[src/rtl/rac_scan_ctrl.sv]
// Repair-address scan controller: stores faulty rows and sequences a registered comparator over them.
// Optional RAC_SHARED_SPARE_EN adds cfg_rlss so a block mismatch still counts as a hit.
module rac_scan_ctrl #(
  parameter int DEPTH = 8,
  parameter int AW    = 10,
  parameter int BW    = 2
) (
  input  logic                       clk,
  input  logic                       rst,
  input  logic                       flt_valid,
  output logic                       flt_ready,
  input  logic [AW-1:0]              flt_addr,
  input  logic [BW-1:0]              flt_block,
  input  logic                       clr,
  output logic [AW-1:0]              rac_x_addr,
  output logic [BW-1:0]              rac_x_block,
  output logic [AW-1:0]              rac_p_addr,
  output logic [BW-1:0]              rac_p_block,
  output logic                       rac_rlss,
  input  logic                       rac_result,
`ifdef RAC_SHARED_SPARE_EN
  input  logic                       cfg_rlss,
`endif
  output logic                       res_valid,
  output logic                       res_hit,
  output logic [$clog2(DEPTH)-1:0]   res_idx,
  output logic                       res_alloc,
  output logic [$clog2(DEPTH):0]     count,
  output logic                       overflow
);

  localparam int IW = $clog2(DEPTH);
  localparam int EW = AW + BW;
  localparam logic [IW:0] DEPTH_C = (IW+1)'(DEPTH);

  typedef enum logic [2:0] {IDLE, ISSUE, CHECK, ALLOC, DONE} state_t;

  state_t          state_q, state_d;
  logic [IW-1:0]   idx_q, idx_d;
  logic [IW:0]     count_q, count_d;
  logic            overflow_q, overflow_d;
  logic            hit_q, hit_d;
  logic            alloc_q, alloc_d;
  logic [IW-1:0]   res_idx_q, res_idx_d;
  logic [AW-1:0]   x_addr_q, x_addr_d;
  logic [BW-1:0]   x_blk_q, x_blk_d;
  logic [EW-1:0]   p_q, p_d;
  logic            mem_we;
  logic [EW-1:0]   mem [DEPTH];

  always_comb begin
    state_d    = state_q;
    idx_d      = idx_q;
    count_d    = count_q;
    overflow_d = overflow_q;
    hit_d      = hit_q;
    alloc_d    = alloc_q;
    res_idx_d  = res_idx_q;
    x_addr_d   = x_addr_q;
    x_blk_d    = x_blk_q;
    p_d        = p_q;
    mem_we     = 1'b0;
    case (state_q)
      IDLE: begin
        if (flt_valid && !clr) begin
          x_addr_d = flt_addr;
          x_blk_d  = flt_block;
          idx_d    = '0;
          p_d      = mem[0];
          state_d  = (count_q != '0) ? ISSUE : ALLOC;
        end
      end
      ISSUE: state_d = CHECK;
      CHECK: begin
        if (rac_result) begin
          hit_d     = 1'b1;
          alloc_d   = 1'b0;
          res_idx_d = idx_q;
          state_d   = DONE;
        end else if ({1'b0, idx_q} == count_q - 1'b1) begin
          state_d = ALLOC;
        end else begin
          // Prefetch the next entry so it is already on rac_p_* during ISSUE.
          idx_d   = idx_q + 1'b1;
          p_d     = mem[idx_q + 1'b1];
          state_d = ISSUE;
        end
      end
      ALLOC: begin
        hit_d = 1'b0;
        if (count_q < DEPTH_C) begin
          mem_we    = 1'b1;
          res_idx_d = count_q[IW-1:0];
          count_d   = count_q + 1'b1;
          alloc_d   = 1'b1;
        end else begin
          overflow_d = 1'b1;
          alloc_d    = 1'b0;
        end
        state_d = DONE;
      end
      DONE:    state_d = IDLE;
      default: state_d = IDLE;
    endcase
    if (clr) begin
      state_d    = IDLE;
      idx_d      = '0;
      count_d    = '0;
      overflow_d = 1'b0;
      hit_d      = 1'b0;
      alloc_d    = 1'b0;
      res_idx_d  = '0;
      mem_we     = 1'b0;
    end
  end

  always_ff @(posedge clk or posedge rst) begin
    if (rst) begin
      state_q    <= IDLE;
      idx_q      <= '0;
      count_q    <= '0;
      overflow_q <= 1'b0;
      hit_q      <= 1'b0;
      alloc_q    <= 1'b0;
      res_idx_q  <= '0;
      x_addr_q   <= '0;
      x_blk_q    <= '0;
      p_q        <= '0;
    end else begin
      state_q    <= state_d;
      idx_q      <= idx_d;
      count_q    <= count_d;
      overflow_q <= overflow_d;
      hit_q      <= hit_d;
      alloc_q    <= alloc_d;
      res_idx_q  <= res_idx_d;
      x_addr_q   <= x_addr_d;
      x_blk_q    <= x_blk_d;
      p_q        <= p_d;
    end
  end

  // Entry storage is validity-tracked by count_q, so the array itself needs no reset.
  always_ff @(posedge clk) begin
    if (mem_we) mem[count_q[IW-1:0]] <= {x_addr_q, x_blk_q};
  end

`ifdef RAC_SHARED_SPARE_EN
  logic rlss_q;
  always_ff @(posedge clk or posedge rst) begin
    if (rst)                                   rlss_q <= 1'b0;
    else if (state_q == IDLE && flt_valid && !clr) rlss_q <= cfg_rlss;
  end
  assign rac_rlss = rlss_q;
`else
  assign rac_rlss = 1'b0;
`endif

  assign flt_ready   = (state_q == IDLE) && !clr;
  assign res_valid   = (state_q == DONE) && !clr;
  assign res_hit     = hit_q;
  assign res_alloc   = alloc_q;
  assign res_idx     = res_idx_q;
  assign count       = count_q;
  assign overflow    = overflow_q;
  assign rac_x_addr  = x_addr_q;
  assign rac_x_block = x_blk_q;
  assign rac_p_addr  = p_q[EW-1:BW];
  assign rac_p_block = p_q[BW-1:0];

endmodule

[config.mk]
export PLATFORM = sky130hd
export DESIGN_NAME = rac_scan_ctrl
export DESIGN_NICKNAME = d
export VERILOG_FILES = /design/src/rtl/rac_scan_ctrl.sv
export SDC_FILE = /design/constraint.sdc
export NUM_CORES = 1
export LEC_CHECK = 0
export ABC_AREA = 0
export ABC_CLOCK_PERIOD_IN_PS = 5900
export BUFFER_PORTS_ARGS = -buffer_cell sky130_fd_sc_hd__buf_2
export CAP_MARGIN = 0
export CELL_PAD_IN_SITES_DETAIL_PLACEMENT = 0
export CELL_PAD_IN_SITES_GLOBAL_PLACEMENT = 1
export CORE_MARGIN = 1.5
export CORE_UTILIZATION = 54
export CTS_CLUSTER_DIAMETER = 60
export DETAILED_ROUTE_END_ITERATION = 8
export GPL_TIMING_DRIVEN = 0
export PLACE_DENSITY = 0.89
export SYNTH_ARGS = -nofsm -noshare
export SYNTH_HDL_FRONTEND = slang
export SYNTH_SLANG_ARGS = --single-unit
export TNS_END_PERCENT = 50
[constraint.sdc]
create_clock -name clk -period 5.9 [get_ports clk]
set_clock_uncertainty 0.15 [all_clocks]
set_input_delay 0.295 -clock clk [delete_from_list [all_inputs] [get_ports clk]]
set_output_delay 0.295 -clock clk [all_outputs]
set_load 0.02 [all_outputs]
; ---- After elaboration in Yosys (flattened, before gate mapping)
; Memory sizes are Yosys's and may differ from the RTL's.
; Cells that the tools add are included.
[totals]
reg_bits = 40
ram_bits = 96
inputBits = 17
n_memories = 1
[mem_list]
columns = memory, words, width, read_ports, rd_clocked_by_memory_dff, write_ports, line_no
row1 = mem, 8, 12, 2, 0, 1, 49  ; logic [EW-1:0] mem [DEPTH];
[classes]
addsub = 3
order_cmp = 1
n_eq_ne = 14
muxes = 36
n_reduce_logical = 18
[ops]
columns = cell, count
row1 = 2-to-1 mux 12 bit, 3
row2 = 2-to-1 mux 3 bit, 10
row3 = one-hot mux 12 bit (2 select lines), 1
row4 = "!= test 3 bit, second input constant", 5
row5 = 2-to-1 mux 1 bit, 12
row6 = 2-to-1 mux 4 bit, 3
row7 = one-hot mux 3 bit (2 select lines), 2
row8 = one-hot mux 3 bit (4 select lines), 1
row9 = "!= test 2 bit, second input constant", 4
row10 = AND reduction 2 bit, 4
row11 = AND reduction 4 bit, 2
row12 = "equality test 3 x 2 -> 1 bit, second input constant", 2
row13 = nonzero test 2 bit, 3
row14 = nonzero test 3 bit, 2
row15 = "adder 4 x 1 -> 4 bit, second input constant", 1
row16 = equality test 3 x 4 -> 1 bit, 1
row17 = "less-than comparator 4 bit, second input constant", 1
row18 = 2-to-1 mux 2 bit, 2
row19 = one-hot mux 1 bit (2 select lines), 2
row20 = nonzero test 4 bit, 1
row21 = "subtractor 4 x 1 -> 4 bit, second input constant", 1
row22 = "adder 3 x 1 -> 3 bit, second input constant", 1
row23 = "equality test 3 x 1 -> 1 bit, second input constant", 1
row24 = "equality test 3 bit, second input constant", 1
row25 = 4 further kinds, 6

; ---- Depth between registers and ports, before layout
; Gate-level depths: netlist of run 1.
[logic_depth]
word_depth = 6
mapped_depth = 9

; ---- Worst setup path after synthesis of run 1
; OpenSTA, ideal clock, no wires.
[synth_timing]
kind = register to register
from = register state_q[1]
to = memory mem[1][0] in the netlist's numbering (enable)
arrival_time_ns = 2.131
slack_ns = 3.223
stages_incl_launch_ff = 6
period_less_slack_ns = 2.677
path_cell_list = dfrtp_1 nor2b_1 and3_1 buf_2 nand3b_1 nor3_1
[synth_between]
elab_chain_len = 5
[synth_lines]
columns = element, line_no
row1 = start: declaration, 38  ; state_t state_q, state_d;
row2 = start signal: assignment, 130  ; state_q <= state_d;
row3 = equality test 3 x 2 -> 1 bit, 63  ; case (state_q)
row4 = 2-to-1 mux 1 bit, 63
row5 = 2-to-1 mux 1 bit, 105  ; if (clr) begin
row6 = 2-to-1 mux 1 bit, 145  ; if (mem_we) mem[count_q[IW-1:0]] <= {x_addr_q, x_blk_q};
row7 = 2-to-1 mux 1 bit (implied by the code), 145
row8 = end: declaration, 49
; No other way between the ends.

; ---- Final worst setup path of run 1
[layout_timing]
from = register state_q[1]
to = memory mem[7][1] in the netlist's numbering (enable)
; The elaborated chain is that of the path after synthesis.

==> impl_metrics.csv, run 1 <==
group,metric,value,unit
power,p_seq_share,47.2,%
floorplanning,die_h,104.7,µm
synthesis,syn-instance-count,336,
status,outcome,"complete, no violations",
grt,grt_first_pass_wirelength,18400,µm
run,max_cap_viol_count,0,
place,io_buffer_count,52,
synthesis,synth_warnings,0,
clocking,cts.sinks,136,
critical_path,cp_data_arrival_time,3.10,ns
synthesis,synthTopCellsByArea,"edfxtp_1 52%, dfrtp_1 18%, mux4_2 9.7%",
grt,via_count_of_the_first_global_routing_pass,3361,
floorplanning,rows,36,
route,drc,0,
synthesis,synth-seq-cells,136,
synthesis,synth_top_area_share,51.66,%
grt,antenna_found_initial,0,
final_layout,fin_nets,444,
final_layout,area_growth_syn_to_layout,21.35,%
floorplanning,num_io_pins,54,
critical_path,timing.critical_path.from_type,"flip-flop",
timing,finalCriticalPeriod,3.129,ns
critical_path,critical_path.slowest_cell,"nor2_1",
timing,max_clock_freq,0.3196,GHz
synthesis,portion_of_the_post_synthesis_area_used_by_sequential_elements,69.60,%
synthesis,syn-cell-area,5580,µm²
power,comb_power_share,13.4,%
final_layout,final.fill_count,656,
power,p_sw,0.7105,mW
grt,grt_usage,23.19,%
floorplanning,starting_density,56.31,%
place,routabilityCongestion,0.7780,
route,final_antenna_net_count,0,
clocking,post_cts_buffers,0,
timing,whs,0.02011,ns
route,drt_iter0_markers,298,
critical_path,cp_slowest_stage_delay,1.08,ns
synthesis,synth_area_leader_cell,"edfxtp_1",
route,first_pass_iters,5,
synthesis,syn-mean-instance-area,16.61,µm²
power,switching_share,27.12,%
final_layout,post_route_cells_drive_above_1_share,32.95,%
clocking,clock_tree.htree_level_count,4,
clocking,clk-insertion-delay-late,0.52,ns
timing,maxSlewViolCount,0,
critical_path,crit_fanout,12,
critical_path,crit_path_end_kind,"flip-flop",
route,num_vias,3312,
route,drt-total-wl,11790,µm
place,post-dp-hpwl,7115,µm
final_layout,final_cell_mix,"96 x edfxtp_1, 60 x buf_2, 40 x dfrtp_1, 31 x nor2_1",
floorplanning,placeableCoreArea,9910,µm²
power,pwr-share-clk,39.5,%
timing,max_slew_margin,6.916,%
critical_path,setup.worst_path.class,"reg -> reg",
worst_hold_path,worst_hold_path_type,"in -> reg",
clocking,ctsRootBufferMaster,"clkbuf_8",
critical_path,cpLargestDelayFamily,"simple AND/OR/NAND/NOR gates",
power,total_leakage_power,2.461,nW
timing,worstMarginPinSlew,1.391,ns
timing,total_of_endpoints_with_negative_setup_slack_in_the_final_report,0,
route,wl_per_cell,20.68,µm
clocking,cts_buffers,17,
floorplanning,die-area,10950,µm²
grt,grt-ovfl-total,0,
power,p_int,1.909,mW
critical_path,crit_path_cell_trace,"nor2b_1 -> and3_1 -> buf_2 -> nand3b_1 -> nor2_1",
timing,fin_crit_sh,53.04,%
final_layout,number_of_inserted_diodes,0,
power,power-per-cell-area,386.9,nW/µm²
synthesis,number_of_distinct_library_cell_variants_in_the_gate_level_netlist_after_synthesis,43,
clocking,clkTransAtPathRegs,0.06,ns
grt,largest_net_degree_at_the_start_of_global_routing,41,
route,route.detailed.vias_per_inst,5.811,
clocking,cts_buffer_depth,2,
floorplanning,die-width,104.7,µm
critical_path,critPathBufInv,1,
clocking,tritoncts_clock_tree,"done",
critical_path,worst_ep_required_time,5.87,ns
final_layout,final_common_cell,"edfxtp_1",
timing,finalHoldViolCount,0,
timing,grt_setup_unrepaired,"no",
power,max-vdd-ir-drop,188.3,µV
timing,tns,0,ns
synthesis,mappedNetlistNets,356,
==> layout make-up <==
class                   count  area, µm²  share of cell area (%)
plain buffers              20      112.6                   1.663
clock inverters            14      163.9                   2.421
well taps                 133      166.4                   2.458
inverters                   5      18.77                  0.2772
flip-flops and latches    136       3884                   57.35
clock buffers              18      417.9                   6.171
repair buffers             69      432.9                   6.393
multi-input cells         175       1575                   23.26
==> flip-flops by register name (all words and copies together), names as in the netlist <==
signal       flops
rac_x_block      2
p_q             12
rac_x_addr      10
mem             96
res_hit          1
res_idx          3
overflow         1
state_q          3
idx_q            3
count            4
res_alloc        1
==> final timing paths <==
path / start / end / slack (ns) / depth (start not counted)
min in group asynchronous: rst / rac_x_addr[5] / 0.37 / 3
hold / removal: clr / res_idx[0] / 0.02 / 4
setup reg to reg: state_q[1] / mem[7][1] / 2.77 / 5
setup / recovery: state_q[1] / mem[7][1] / 2.77 / 5
max in group asynchronous: rst / count[0] / 4.65 / 3
hold reg to reg: res_idx[0] / res_idx[0] / 0.32 / 2
==> layer usage <==
layer  up-vias  GRT usage (%)  routed length, µm
met5         -              0                  0
met2       159          37.17               5710
met3        22          6.176                863
met1      1662          31.40               5031
met4         0          7.045                184
li1       1469              -                  -
==> logic make-up (layout without fill, tap and decap cells) <==
group	after synthesis	in the layout	synth area share [%]
XOR/XNOR	8	8	1.256
buffers and inverters	25	126	2.354
other	1	1	0.06720
AND/OR/NAND/NOR	64	64	5.695
AO/OA/AOI/OAI	48	48	5.538
adder cells (fa/ha/maj)	3	3	0.6727
flip-flops	136	136	69.60
multiplexers	51	51	14.82
==> power by group through the flow <==
stage	clock, mW	sequential [mW]	combinational, mW
2_1_floorplan	0	1.31	0.156
3_3_place_gp	0	1.24	0.332
3_5_place_dp	0	1.26	0.339
4_1_cts	1.04	1.24	0.351
5_1_grt	1.09	1.25	0.374
6_report	1.03	1.24	0.350
==> worst min-delay path, stage by stage <==
cell and delay [ns]:
buf_2 0.11, a21oi_1 0.10, nand2_1 0.08, o31ai_1 0.05
==> Yosys cell counts, drive strengths merged <==
master,number
xnor2,5
nand4b,1
nor3,4
mux2i,14
o22a,13
nor2,31
o31ai,3
clkbuf,4
o21ai,3
a21oi,24
o21a,1
inv,5
nand3b,2
dfrtp,40
and3,1
ha,3
or3,1
nor2b,4
nand2,11
a211oi,1
nor4,2
nand3,1
mux4,24
or2,1
a41o,1
mux2,13
nor4b,1
xor2,3
and2,1
a31oi,1
o22ai,1
conb,1
and2b,1
edfxtp,96
nand2b,1
nor3b,1
buf,16
==> through the flow <==
step / std cells / cell area, µm² / power (mW) / util (%) / setup WS [ns]
final: 570 / 6771 / 2.620 / 68.33 / 2.771
after global routing: 570 / 6771 / 2.715 / 68.33 / 2.648
after CTS: 570 / 6771 / 2.628 / 68.33 / 2.763
after detailed placement: 523 / 6040 / 1.595 / 60.95 / 2.793
after global placement: 521 / 6007 / 1.573 / 60.62 / 2.386
after floorplan: 336 / 5580 / 1.464 / - / 3.223
==> timing repair <==
action | CTS | global route
hold endpoints to repair | 55 | 0
hold buffers | 15 | 0
gates resized for setup | 0 | 0
No activity file was read; power rests on OpenSTA's default activity.
==> run 2: changes to the inputs <==
- ABC_AREA: 0 -> 1
- ABC_CLOCK_PERIOD_IN_PS: 5900 -> 3000
- CORE_UTILIZATION: 54 -> 46
- PLACE_DENSITY: 0.89 -> 0.83
- clock period: 5.9 -> 3 ns (I/O delays scaled with it)
==> impl_metrics.csv, run 2 <==
group,metric,value,unit
status,outcome,"complete, no violations",
synthesis,synth_enable_flop_cells,96,
clocking,clk-insertion-delay-late,0.42,ns
synthesis,syn-cell-area,6051,µm²
critical_path,crit_fanout,12,
floorplanning,num_io_pins,54,
route,final_antenna_net_count,0,
grt,largest_net_degree_at_the_start_of_global_routing,41,
grt,grtUsageMet1,29.07,%
grt,global_route.peak_usage_layer,"met2",
timing,maxSlewViolCount,0,
final_layout,final_cell_mix,"252 x nand2_1, 96 x edfxtp_1, 70 x nand3_1, 66 x buf_2",
synthesis,syn-instance-count,606,
route,first_pass_iters,5,
critical_path,setup.worst_path.class,"reg -> reg",
critical_path,cp_data_arrival_time,2.35,ns
place,io_buffer_count,52,
final_layout,fin_nets,716,
critical_path,crit_path_end_kind,"flip-flop",
place,routabilityCongestion,0.8415,
route,drt_iter0_markers,331,
floorplanning,starting_density,47.56,%
synthesis,synth_top_flop_cell,"edfxtp_1",
synthesis,synth_top_area_share,47.64,%
timing,max_clock_freq,0.4060,GHz
timing,worstMarginPinSlew,1.136,ns
clocking,tritoncts_clock_tree,"done",
clocking,cts_buffers,17,
critical_path,worst_r2r_path_depth,6,
worst_hold_path,hold_end,"state_q[2]",
power,total_power,5.712,mW
floorplanning,placeableCoreArea,12720,µm²
synthesis,synthTopCellsByArea,"edfxtp_1 48%, dfrtp_1 17%, nand2_1 16%",
final_layout,post_route_cells_drive_above_1_share,19.75,%
power,power-per-cell-area,779.7,nW/µm²
timing,grt_setup_unrepaired,"no",
synthesis,mappedNetlistNets,626,
power,total_leakage_power,3.326,nW
grt,antenna_found_initial,0,
floorplanning,die-area,13850,µm²
final_layout,number_of_inserted_diodes,0,
critical_path,worst_ep_required_time,2.89,ns
final_layout,area_growth_syn_to_layout,21.07,%
route,drt-total-wl,13500,µm
worst_hold_path,worst_hold_path_type,"in -> reg",
grt,via_count_of_the_first_global_routing_pass,4151,
final_layout,final_design_area_no_fill,7326,µm²
grt,grt_first_pass_wirelength,21580,µm
timing,fin_crit_sh,82.11,%
final_layout,final.fill_count,1082,
final_layout,final_common_cell,"nand2_1",
final_layout,utilization,57.58,%
place,post-dp-hpwl,9496,µm
timing,finalCriticalPeriod,2.463,ns
clocking,cts.sinks,136,
floorplanning,rows,41,
floorplanning,die-width,117.7,µm
worst_hold_path,hold_path_startpoint,"clr",
critical_path,crit_path_cell_trace,"inv_1 -> nor2_4 -> nand3_1 -> nor2_1 -> nand2_1 -> nor2_1",
synthesis,number_of_distinct_library_cell_variants_in_the_gate_level_netlist_after_synthesis,32,
route,wl_per_cell,15.32,µm
power,max-vdd-ir-drop,660.1,µV
clocking,clkTransAtPathRegs,0.06,ns
clocking,cts_buffer_depth,2,
route,route.detailed.vias_per_inst,4.981,
synthesis,syn-mean-instance-area,9.985,µm²
critical_path,cp_slowest_stage_delay,0.88,ns
synthesis,post-synth-top-count-cell,"nand2_1",
floorplanning,die_h,117.7,µm
timing,max_slew_margin,23.96,%
critical_path,r2r-end,"mem[2][7]",
place,place_area,6591,µm²
grt,grt_util_met2,31.36,%
critical_path,critPathBufInv,1,
critical_path,critPathMostFrequentCell,"nor2_1",
synthesis,synth_area_leader_cell,"edfxtp_1",
critical_path,rrSetupSlack,0.54,ns
synthesis,synth-async-reset-ratio,29.41,%
timing,total_of_endpoints_with_negative_setup_slack_in_the_final_report,0,
synthesis,synth_warnings,0,
grt,grt_usage,20.42,%
critical_path,cpLargestDelayFamily,"simple AND/OR/NAND/NOR gates",
clocking,post_cts_buffers,0,
grt,grt-ovfl-total,0,
grt,use_met3,4.215,%
critical_path,critical_path.slowest_cell,"nor2_1",
synthesis,synth-seq-cells,136,
synthesis,portion_of_the_post_synthesis_area_used_by_sequential_elements,64.19,%
timing,finalHoldViolCount,0,
route,num_vias,4388,
run,max_cap_viol_count,0,
worst_hold_path,whs_path_depth,3,
clocking,ctsRootBufferMaster,"clkbuf_16",
clocking,clock_tree.htree_level_count,4,
critical_path,timing.critical_path.from_type,"flip-flop",
synthesis,synth_common_cells,"252 x nand2_1, 96 x edfxtp_1, 70 x nand3_1",
timing,tns,0,ns
critical_path,regToRegStartpoint,"state_q[1]",
final_layout,largest_register_ff_count,96,
route,drc,0,
clocking,cts_repair_resize_count,0,
run 2: cell count changes after synthesis, sizes merged, moves of 5 or more:
cell,delta
nand2,+247
nand3,+69
inv,+40
mux4,-24
a21oi,-19
mux2i,-14
nor2,-13
o22a,-13
o21ai,+6
buf,+5
run 2: worst register-to-register path, stage by stage, from the launching register on:
cell	delay (ns)
dfrtp_1	0.37
inv_1	0.08
nor2_4	0.14
nand3_1	0.11
nor2_1	0.19
nand2_1	0.15
nor2_1	0.88
run 2: cell families after synthesis:
| logic type | count (synthesis) | synth area share, % |
|---|---|---|
| adder cells (fa/ha/maj) | 3 | 0.6204 |
| XOR/XNOR | 2 | 0.2895 |
| AND/OR/NAND/NOR | 358 | 24.55 |
| buffers and inverters | 73 | 5.438 |
| other | 1 | 0.06198 |
| flip-flops | 136 | 64.19 |
| multiplexers | 12 | 2.854 |
| AO/OA/AOI/OAI | 21 | 2.006 |
run 2: report_power, final:
part	internal, mW	leakage, nW	switching (mW)	total, mW
registers	2.33	1.37	0.256	2.58
clock network	1.17	0.279	0.856	2.03
logic	0.397	1.67	0.702	1.10
run 2: worst max-delay path by stage:
stage / depth (start not counted) / start / slack (ns) / to
after floorplan: 5 / count[3] / 0.62 / mem[4][0]
after global placement: 6 / state_q[1] / 0.02 / mem[5][0]
after detailed placement: 6 / state_q[1] / 0.52 / mem[2][7]
after CTS: 6 / state_q[1] / 0.51 / mem[2][7]
after global routing: 6 / state_q[1] / 0.32 / mem[2][7]
final: 6 / state_q[1] / 0.54 / mem[2][7]
run 2: per-layer routing:
metal | vias to the layer above | routed length, µm
met5 | - | 0
met4 | 0 | 167
met3 | 13 | 863
met2 | 163 | 6265
met1 | 2036 | 6203
li1 | 2176 | -
run 2: final cells by class:
type                       count  area, µm²  area share (%)
tap                          172      215.2           2.938
timing repair buffer          71      455.4           6.217
inverter                      46      172.7           2.357
multi-input combinational    397       1858           25.36
clock buffer                  17      425.4           5.807
sequential                   136       3884           53.01
buffer                        27      156.4           2.135
clock inverter                15      158.9           2.169
run 2: stage by stage:
step           worst slack, ns  cells  hold slack, ns
6_report                0.5368    881         0.03648
5_1_grt                 0.3159    881         0.03788
4_1_cts                 0.5141    881         0.01762
3_5_place_dp            0.5247    834          0.2176
3_3_place_gp           0.02286    830          0.2316
2_1_floorplan           0.6224    606          0.1485
run 2: what timing repair did:
item / in CTS / in global routing
endpoints found under the setup margin: 0 / 0
hold endpoints to repair: 54 / 0
hold buffers: 15 / 0
==> run 3: changes to the inputs <==
- ABC_AREA: 1 -> 0
- ABC_CLOCK_PERIOD_IN_PS: 3000 -> 2300
- CORE_UTILIZATION: 46 -> 50
- clock period: 3 -> 2.3 ns (I/O delays scaled with it)
==> impl_metrics.csv, run 3 (synthesis results as in run 1) <==
group,metric,value,unit
timing,fin_crit_sh,99.96,%
critical_path,setup.worst_path.class,"reg -> reg",
critical_path,r2r-end,"p_q[0]",
final_layout,final_cell_mix,"96 x edfxtp_1, 55 x buf_2, 37 x dfrtp_1",
route,route.detailed.vias_per_inst,5.517,
route,met3WireLength,811,µm
floorplanning,die-area,11800,µm²
critical_path,crit_path_start,"count[0]",
clocking,cts_buffer_depth,2,
clocking,clock_tree.htree_level_count,4,
timing,maxSlewViolCount,0,
floorplanning,rows,38,
power,total_leakage_power,2.618,nW
final_layout,area_growth_syn_to_layout,28.25,%
critical_path,worst_ep_required_time,2.55,ns
clocking,ctsRootBufferMaster,"clkbuf_8",
timing,total_of_endpoints_with_negative_setup_slack_in_the_final_report,0,
run,max_cap_viol_count,0,
critical_path,worst_r2r_path_depth,9,
clocking,tritoncts_clock_tree,"done",
route,num_vias,3310,
route,first_pass_iters,4,
grt,grt_first_pass_wirelength,18350,µm
critical_path,crit_fanout,10,
final_layout,finalNonFillerCells,600,
final_layout,fin_nets,467,
route,final_antenna_net_count,0,
final_layout,largest_register_ff_count,96,
timing,finalCriticalPeriod,2.299,ns
timing,max_slew_margin,64.23,%
grt,via_count_of_the_first_global_routing_pass,3312,
route,drt_iter0_markers,205,
final_layout,final_design_area_no_fill,7157,µm²
power,max-vdd-ir-drop,543.7,µV
route,met2_wirelength,5948,µm
grt,antenna_found_initial,0,
place,post-dp-hpwl,7151,µm
critical_path,crit_path_end_kind,"flip-flop",
route,drc,0,
clocking,clkTransAtPathRegs,0.06,ns
worst_hold_path,hold_path_startpoint,"flt_addr[4]",
critical_path,rrSetupSlack,0.001,ns
final_layout,post_route_cells_drive_above_1_share,39.13,%
timing,finalHoldViolCount,0,
floorplanning,starting_density,51.48,%
final_layout,utilization,66.02,%
route,wl_per_cell,19.97,µm
route,maxUsedRoutingLayer,"met4",
floorplanning,placeableCoreArea,10840,µm²
place,routabilityCongestion,0.7919,
final_layout,final_common_cell,"edfxtp_1",
clocking,cts_buffers,17,
critical_path,timing.critical_path.from_type,"flip-flop",
place,dp_slack,-0.7872,ns
place,place_area,6046,µm²
timing,finalWorstSetupSlack,0.0009914,ns
floorplanning,die-width,108.6,µm
worst_hold_path,worst_hold_path_type,"in -> reg",
timing,worstMarginPinSlew,0.5366,ns
critical_path,regToRegStartpoint,"count[0]",
critical_path,cp_data_arrival_time,2.55,ns
grt,grt-ovfl-total,0,
critical_path,worst_setup_path_endpoint,"p_q[0]",
status,outcome,"complete, no violations",
floorplanning,num_io_pins,54,
timing,max_clock_freq,0.4350,GHz
clocking,cts.sinks,136,
grt,largest_net_degree_at_the_start_of_global_routing,30,
route,drt-total-wl,11980,µm
power,power-per-cell-area,954.1,nW/µm²
place,placed_cells,529,
place,io_buffer_count,52,
power,total_power,6.829,mW
clocking,clk-insertion-delay-late,0.52,ns
route,m1WireLength,5019,µm
final_layout,number_of_inserted_diodes,0,
floorplanning,die_h,108.6,µm
grt,grt_usage,22.05,%
==> run 3: changes by cell type in the layout (fill, tap and decap cells not counted), moves of 13 or more <==
cell	before	now
nand2_1	252	11
nand3_1	70	0
inv_1	40	3
mux4_2	0	24
buf_4	4	24
a21oi_1	5	23
mux2i_1	0	14
o22a_1	0	13
==> run 3: layer usage <==
| metal | GRT usage, % | vias to the layer above |
|---|---|---|
| li1 | - | 1517 |
| met1 | 29.34 | 1655 |
| met2 | 34.77 | 120 |
| met3 | 6.455 | 18 |
| met4 | 8.083 | 0 |
| met5 | 0 | - |
==> run 3: final cells by class <==
cell class / count / area [µm²]
Sequential cell: 136 / 3887
Fill cell: 766 / 3684
Multi-Input combinational cell: 175 / 1667
Timing Repair Buffer: 92 / 653.1
Clock buffer: 22 / 462.9
Tap cell: 140 / 175.2
Buffer: 20 / 151.4
Clock inverter: 10 / 141.4
Inverter: 5 / 18.77
==> run 3: worst min-delay path by stage <==
stage | cells past startpoint | slack [ns] | endpoint
CTS | 3 | 0.18 | rac_x_addr[4]
global placement | 2 | 0.20 | rac_x_addr[7]
floorplan | 1 | 0.12 | rac_x_addr[0]
detailed placement | 2 | -0.04 | rac_x_addr[6]
global route | 3 | 0.19 | rac_x_addr[3]
finish | 3 | 0.21 | rac_x_addr[4]
==> run 3: through the flow <==
step / TNS [ns] / hold slack (ns)
2_1_floorplan: -2.556 / 0.1166
3_3_place_gp: -64.85 / 0.1964
3_5_place_dp: -71.01 / -0.04381
4_1_cts: 0 / 0.1807
5_1_grt: -1.359 / 0.1950
6_report: 0 / 0.2088
==> run 3: report_power, final <==
group | switching (mW) | internal, mW | total [mW]
combinational | 0.526 | 0.417 | 0.943
clock | 0.979 | 1.74 | 2.72
sequential | 0.217 | 2.95 | 3.16
total | 1.72 | 5.11 | 6.83
==> run 3: worst max-delay path: stages, from the launching register on <==
cell	delay, ns
dfrtp_1	0.39
buf_6	0.14
inv_1	0.07
ha_1	0.20
xor2_1	0.27
xnor2_2	0.20
nand3_4	0.15
o21a_1	0.24
buf_4	0.18
o22a_1	0.20
==> run 3: what timing repair did <==
action / in CTS / in global routing
setup endpoints to repair: 108 / 47
hold endpoints to repair: 60 / 0
setup buffers: 13 / 9
gates resized for setup: 24 / 15
gates cloned: 0 / 0
hold buffers: 17 / 0
pin swaps: 11 / 5
